[config.mk]
export PLATFORM = sky130hd
export DESIGN_NAME = led_trail_pwm_flat
export DESIGN_NICKNAME = d
export VERILOG_FILES = /design/src/rtl/led_trail_pwm_if.sv /design/src/rtl/led_trail_pwm.sv /design/src/flat_wrapper.sv
export SDC_FILE = /design/constraint.sdc
export NUM_CORES = 1
export LEC_CHECK = 0
export CAP_MARGIN = 25
export CORE_ASPECT_RATIO = 1.4
export CORE_UTILIZATION = 38
export CTS_BUF_LIST = sky130_fd_sc_hd__clkbuf_4
export DETAILED_ROUTE_END_ITERATION = 10
export PLACE_DENSITY = 0.65
export SETUP_SLACK_MARGIN = 0.5
export SLEW_MARGIN = 40
export SYNTH_ARGS = -nofsm -noshare
export SYNTH_HDL_FRONTEND = slang
export SYNTH_SLANG_ARGS = --single-unit
[constraint.sdc]
create_clock -name clk_i -period 4.5 [get_ports clk_i]
set_input_delay 0.9 -clock clk_i [delete_from_list [all_inputs] [get_ports clk_i]]
set_output_delay 0.9 -clock clk_i [all_outputs]
set_load 0.03 [all_outputs]
[src/rtl/led_trail_pwm_if.sv]
// led_trail_pwm_if
//   Bundles the LED pattern, the trail enable and the PWM pin drive for the
//   afterglow stage.
//   led_i        : 8-bit pattern from the upstream scanner (master -> slave)
//   trail_en_i   : 1 = decaying trail, 0 = follow the input (master -> slave)
//   led_o        : PWM pin drive to the board LEDs (slave -> master)
//   decay_tick_o : one-cycle strobe on each decay step (slave -> master)
interface led_trail_pwm_if;
  logic [7:0] led_i;
  logic       trail_en_i;
  logic [7:0] led_o;
  logic       decay_tick_o;

  modport master (
    output led_i,
    output trail_en_i,
    input  led_o,
    input  decay_tick_o
  );

  modport slave (
    input  led_i,
    input  trail_en_i,
    output led_o,
    output decay_tick_o
  );
endinterface

[src/rtl/led_trail_pwm.sv]
// led_trail_pwm
//   Turns each on/off bit of the scanner pattern into a PWM-dimmed pin drive
//   with a decaying afterglow, giving the comet-trail look.
//   clk_i : system clock (same as the upstream LED driver)
//   rst_i : asynchronous active-high reset, clears every fade immediately
//   bus   : led_trail_pwm_if.slave (led_i, trail_en_i in; led_o,
//           decay_tick_o out)
module led_trail_pwm #(
  parameter int   CLK_IN_MHZ   = 125,
  parameter logic LED_POLARITY = 1'b1,
  parameter logic IN_POLARITY  = 1'b1,
  parameter int   DECAY_MS     = 4,
  parameter int   DECAY_STEP   = 32
) (
  input logic            clk_i,
  input logic            rst_i,
  led_trail_pwm_if.slave bus
);

  localparam int PRE_TC = CLK_IN_MHZ * 1000 - 1;
  localparam int PRE_W  = (PRE_TC > 0) ? $clog2(PRE_TC + 1) : 1;

  logic [PRE_W-1:0] pre_cnt;
  logic [7:0]       dec_cnt;
  logic [7:0]       pwm_cnt;
  logic [7:0]       led_q;
  logic [7:0]       level [8];
  logic [7:0]       lit;
  logic [7:0]       led_drv;
  logic             ms_tick;
  logic             decay_tick;

  assign ms_tick    = (pre_cnt == PRE_W'(PRE_TC));
  // Combinational so the strobe and the level decrement share the same cycle.
  assign decay_tick = ms_tick && (dec_cnt == 8'(DECAY_MS - 1));

  always_ff @(posedge clk_i or posedge rst_i) begin
    if (rst_i) begin
      pre_cnt <= '0;
      dec_cnt <= '0;
      pwm_cnt <= '0;
    end else begin
      pwm_cnt <= pwm_cnt + 8'd1;
      if (ms_tick) begin
        pre_cnt <= '0;
        if (decay_tick)
          dec_cnt <= '0;
        else
          dec_cnt <= dec_cnt + 8'd1;
      end else begin
        pre_cnt <= pre_cnt + 1'b1;
      end
    end
  end

  // led_q = 1 always means "on", whatever the upstream pin convention.
  always_ff @(posedge clk_i or posedge rst_i) begin
    if (rst_i)
      led_q <= '0;
    else
      led_q <= bus.led_i ^ {8{~IN_POLARITY}};
  end

  always_ff @(posedge clk_i or posedge rst_i) begin
    if (rst_i) begin
      for (int n = 0; n < 8; n++)
        level[n] <= '0;
    end else begin
      for (int n = 0; n < 8; n++) begin
        if (led_q[n])
          level[n] <= 8'hFF;
        else if (!bus.trail_en_i)
          level[n] <= '0;
        else if (decay_tick) begin
          // Saturate at zero rather than wrapping.
          if (level[n] >= 8'(DECAY_STEP))
            level[n] <= level[n] - 8'(DECAY_STEP);
          else
            level[n] <= '0;
        end
      end
    end
  end

  // 255 is forced solid on; otherwise duty is level/256.
  always_comb begin
    lit = '0;
    for (int n = 0; n < 8; n++)
      lit[n] = (level[n] == 8'hFF) || (level[n] > pwm_cnt);
  end

  always_ff @(posedge clk_i or posedge rst_i) begin
    if (rst_i)
      led_drv <= {8{~LED_POLARITY}};
    else
      led_drv <= lit ^ {8{~LED_POLARITY}};
  end

  assign bus.led_o        = led_drv;
  assign bus.decay_tick_o = decay_tick;

endmodule

[src/flat_wrapper.sv]
// flat-port wrapper written by rule: the top's interface ports become plain ports
module led_trail_pwm_flat 
#(
  parameter int   CLK_IN_MHZ   = 125,
  parameter logic LED_POLARITY = 1'b1,
  parameter logic IN_POLARITY  = 1'b1,
  parameter int   DECAY_MS     = 4,
  parameter int   DECAY_STEP   = 32
)
  (clk_i, rst_i, bus_led_i, bus_trail_en_i, bus_led_o, bus_decay_tick_o);
  led_trail_pwm_if bus_i ();
  input logic clk_i;
  input logic rst_i;
  input wire logic [$bits(bus_i.led_i)-1:0] bus_led_i;
  input wire logic [$bits(bus_i.trail_en_i)-1:0] bus_trail_en_i;
  output wire logic [$bits(bus_i.led_o)-1:0] bus_led_o;
  output wire logic [$bits(bus_i.decay_tick_o)-1:0] bus_decay_tick_o;
  assign bus_i.led_i = bus_led_i;
  assign bus_i.trail_en_i = bus_trail_en_i;
  assign bus_led_o = bus_i.led_o;
  assign bus_decay_tick_o = bus_i.decay_tick_o;
  led_trail_pwm #(.CLK_IN_MHZ(CLK_IN_MHZ), .LED_POLARITY(LED_POLARITY), .IN_POLARITY(IN_POLARITY), .DECAY_MS(DECAY_MS), .DECAY_STEP(DECAY_STEP)) u_core (.clk_i(clk_i), .rst_i(rst_i), .bus(bus_i));
endmodule
Word level (Yosys, flattened, before mapping)

Cells that the tools add are included.

Register bits after elaboration: 113
Bits of input ports: 11
Output and inout bits: 9

Add/subtract/negate cells: 11
Order comparisons: 16
Eq/ne operators: 18
Mux-type cells: 34
Reduce and logical (&&, ||, !) cells: 9

Operators by type and width:

| kind                    | count |
|---|---|
| $mux W8                 | 33 |
| $eq A8 B8 Y1 const B    | 8 |
| $ge A8 B6 Y1 const B    | 8 |
| $gt A8 B8 Y1            | 8 |
| $sub A8 B6 Y8 const B   | 8 |
| $ne A3 B1 Y1 const B    | 8 |
| $add A17 B1 Y17 const B | 1 |
| $eq A17 B17 Y1 const B  | 1 |
| $mux W17                | 1 |
| $add A8 B1 Y8 const B   | 2 |
| $eq A8 B2 Y1 const B    | 1 |
| $logic_or A1 B1 Y1      | 8 |
| $logic_and A1 B1 Y1     | 1 |

Longest topological paths before layout

Depth in word-level cells: 5
Depth in mapped cells: 8
Mapped depth without buffers: 7

Worst setup path after synthesis

Ideal clock, no wire load.

Path kind: register to output
Start point: register u_core.dec_cnt[0]
End point: output port bus_decay_tick_o
Arrival: 1916 ps
Required time: 3600 ps
Setup slack: 1684 ps
Cell stages (with the launch flop): 5
Path buffers: 0
Path through: dfrtp_1 -> ha_1 -> or4b_4 -> nor4_4 -> nor2b_1

Cells in the longest elaborated chain, start to end: 2

Ends and longest elaborated chain:

| what                     | line                | text |
|---|---|---|
| start: declaration       | led_trail_pwm.sv:24 | `logic [7:0] dec_cnt;` |
| start signal: assignment | led_trail_pwm.sv:49 | `dec_cnt <= dec_cnt + 8'd1;` |
| $eq A8 B2 Y1             | led_trail_pwm.sv:35 | `assign decay_tick = ms_tick && (dec_cnt == 8'(DECAY_MS - 1));` |
| $logic_and A1 B1 Y1      | led_trail_pwm.sv:35 |  |
| end: declaration         | flat_wrapper.sv:17  | `output wire logic [$bits(bus_i.decay_tick_o)-1:0] bus_decay_tick_o;` |

No other way between the ends.

Worst setup path in the final report

Same ends and word-level chain as after synthesis.

==> impl_metrics.env <==
export IMPL_wl_per_cell_microns=15.2
export IMPL_synthAdderAreaFrac_pct=18.5
export IMPL_synth_common_cells="dfrtp_1 (81), ha_1 (75), inv_1 (40)"
export IMPL_vias_per_cell=5.57
export IMPL_vias=3979
export IMPL_slew_viol_final=0
export IMPL_start_kind="flop"
export IMPL_tritoncts="built"
export IMPL_hold_ws_ns=0.492
export IMPL_antenna_found_initial=1
export IMPL_crit_path_end_kind="output port"
export IMPL_clock_fmax_ghz=0.285
export IMPL_internal_power_mw=1.07
export IMPL_clock_sinks=81
export IMPL_place_gp_congestion=0.749
export IMPL_switching_share_pct=28.2
export IMPL_synth_top_area_share_pct=40.0
export IMPL_port_buffers=19
export IMPL_worstPathArrival_ns=2.61
export IMPL_routed_wirelength_microns=10900
export IMPL_drtAntennaViolNets=0
export IMPL_ios=20
export IMPL_pwr_share_clk_pct=33.1
export IMPL_seq_area_frac_synth_pct=40.0
export IMPL_switching_power_mw=0.420
export IMPL_route_detailed_drc=0
export IMPL_ir_drop_uv=122
export IMPL_synthMostInstantiatedCell="dfrtp_1"
export IMPL_syn_area_per_cell_sq_um=9.95
export IMPL_worst_pin_slew_ns=0.861
export IMPL_fp_coreArea_sq_um=12900
export IMPL_initial_core_util_pct=39.2
export IMPL_finalCriticalPeriod_ns=3.51
export IMPL_path_class="reg2out"
export IMPL_fin_area_sq_um=5620
export IMPL_track_usage_pct=17.1
export IMPL_dieWidth_microns=99.7
export IMPL_worst_r2r_endpoint="u_core.level[15]"
export IMPL_drive_gt1_share_pct=6.16
export IMPL_crit_required_ns=3.60
export IMPL_synth_compound_area_share_pct=14.0
export IMPL_clockBufferDepth=2
export IMPL_dp_final_hpwl_microns=7730
export IMPL_synth_mux_area_fraction_pct=0.444
export IMPL_dieArea_sq_um=13800
export IMPL_rr_worst_depth=6
export IMPL_grt_pass1_wl_microns=18800
export IMPL_holdBufCountCts=0
export IMPL_syn_area_sq_um=5070
export IMPL_synth_top_area_cell="dfrtp_1"
export IMPL_syn_nets=596
export IMPL_whs_path_depth=1
export IMPL_synth_distinct_cells=42
export IMPL_clkLatencyLatePin_ns=0.45
export IMPL_synth_seq_cells=81
export IMPL_synth_xor_area_share_pct=4.14
export IMPL_dr_pass1_iters=4
export IMPL_cap_violations=0
export IMPL_finalSetupTns_ns=0
export IMPL_yosys_area_share_simple_pct=19.0
export IMPL_clock_root_buffer="clkbuf_4"
export IMPL_min_from="u_core.pwm_cnt[6]"
export IMPL_num_nets_final=617
export IMPL_synthCells=510
export IMPL_combPwrFrac_pct=13.1
export IMPL_placed_area_sq_um=5460
export IMPL_cts_buffers=9
export IMPL_fill_cells=1259
export IMPL_utilization_pct=43.5
export IMPL_setup_viol=0
export IMPL_synth_edf_count=0
export IMPL_path_clk_slew_ns=0.13
export IMPL_synthArstFlopShare_pct=100
export IMPL_status="complete, no violations"
export IMPL_p_seq_share_pct=53.8
export IMPL_ys_top_cells_by_area="dfrtp_1 (40%), ha_1 (18%), a21oi_1 (3.6%), nand4_1 (3.3%), inv_1 (3.0%)"
export IMPL_power_per_cell_area_nw_per_um2=265
export IMPL_place_inst=698
export IMPL_fp_dieH_microns=139
export IMPL_drt_iter0_markers=205
export IMPL_hold_end="u_core.pwm_cnt[6]"
export IMPL_area_growth_syn_to_layout_pct=10.8
export IMPL_ys_warn_count=0
export IMPL_r2r_slack_ns=1.60
export IMPL_r2r_start="u_core.dec_cnt[0]"
export IMPL_max_slew_margin_pct=42.6
export IMPL_min_delay_path_class="reg2reg"
export IMPL_grt_start_max_net_pins=34
export IMPL_p_leak_nw=2.48
export IMPL_grt_pass1_vias=4040
export IMPL_hold_viol=0
export IMPL_ys_flop_type="dfrtp_1"
export IMPL_rsz0062_at_grt="no"
export IMPL_cts_setup_buffers=0
export IMPL_htreeDepth=3
export IMPL_stdcell_count=715
export IMPL_row_count=49
export IMPL_synth_top_family_by_area="simple AND/OR/NAND/NOR gates"
export IMPL_period_share_pct=78.0
export IMPL_fin_worst_skew_ns=0.0196
export IMPL_grt_overflow=0
export IMPL_crit_fanout=7
[registers in the layout, indices dropped and copies added (netlist names)]
signal            count
u_core.led_q          8
u_core.bus.led_o      8
u_core.pwm_cnt        8
u_core.dec_cnt        8
u_core.level         32
u_core.pre_cnt       17
[how the worst max path moves through the flow]
| stage | from | to | depth (start not counted) | slack (ns) |
|---|---|---|---|---|
| floorplan | rst_i | u_core.bus.led_o[0] | 1 | 1.52 |
| global placement | u_core.dec_cnt[0] | bus_decay_tick_o | 5 | 1.14 |
| detailed placement | u_core.dec_cnt[0] | bus_decay_tick_o | 5 | 1.09 |
| CTS | u_core.dec_cnt[0] | bus_decay_tick_o | 5 | 0.56 |
| global route | u_core.dec_cnt[0] | bus_decay_tick_o | 5 | 0.81 |
| finish | u_core.dec_cnt[0] | bus_decay_tick_o | 5 | 0.99 |
[area by class of cell]
type / instances / area, sq um / area share, %
inverter: 40 / 151 / 2.69
sequential: 81 / 2030 / 36.0
clock inverter: 7 / 95.1 / 1.69
timing repair buffer: 22 / 215 / 3.83
antenna: 1 / 2.50 / 0.0445
clock buffer: 9 / 67.6 / 1.20
multi-input combinational: 377 / 2840 / 50.5
tap: 178 / 223 / 3.96
[power groups by stage]
stage | registers, mW | clock network [mW] | logic (mW)
after floorplan | 0.817 | 0 | 0.127
after global routing | 0.808 | 0.540 | 0.228
after detailed placement | 0.815 | 0 | 0.197
final | 0.802 | 0.494 | 0.196
after global placement | 0.813 | 0 | 0.182
after CTS | 0.801 | 0.509 | 0.198
[metrics by stage]
step	power [mW]	worst slack [ns]
global placement	0.996	1.14
finish	1.49	0.988
detailed placement	1.01	1.09
CTS	1.51	0.564
global route	1.58	0.811
floorplan	0.944	1.52
[worst max-delay path, cell delays in order, from the launching register on]
cell and delay, ns:
dfrtp_1 0.43, ha_1 0.23, or4b_4 0.49, nor4_4 0.36, nor2b_1 0.33, dlymetal6s2s_1 0.34
[cells by family (layout without fill, tap and decap cells)]
family / after synthesis / in the layout
flops: 81 / 81
xor+xnor: 24 / 24
mux: 2 / 2
fa+ha+maj: 75 / 75
compound gates: 109 / 109
other cells: 0 / 1
buf+inv: 52 / 78
simple gates: 167 / 167
[metal layers]
layer / GRT usage, % / vias to the layer above / share of wire (%)
met5: 0 / - / 0
met4: 7.97 / 0 / 2.6
met3: 2.52 / 20 / 2.8
met2: 30.7 / 60 / 52
met1: 19.6 / 1959 / 42
li1: - / 1940 / -
[repair_timing]
item | CTS | global route
resized for setup | 0 | 1
setup endpoints to repair | 0 | 1
hold endpoints to repair | 0 | 0
[layout by cell type (no fill, tap or decap), types with 10 or more instances in the layout]
cell / synthesis / routed
ha_1: 75 / 75
clkdlybuf4s50_1: 0 / 18
o21ai_0: 12 / 12
dfrtp_1: 81 / 81
inv_1: 40 / 39
xnor2_1: 15 / 15
nand3_1: 14 / 14
o211ai_1: 12 / 12
nand2_1: 39 / 39
a311o_1: 10 / 10
and3_1: 10 / 10
nor2_1: 27 / 27
a31oi_1: 11 / 11
nor2b_1: 11 / 11
a21oi_1: 37 / 37
nand4_1: 27 / 27
Note: power is estimated with default switching activity, not from simulation.
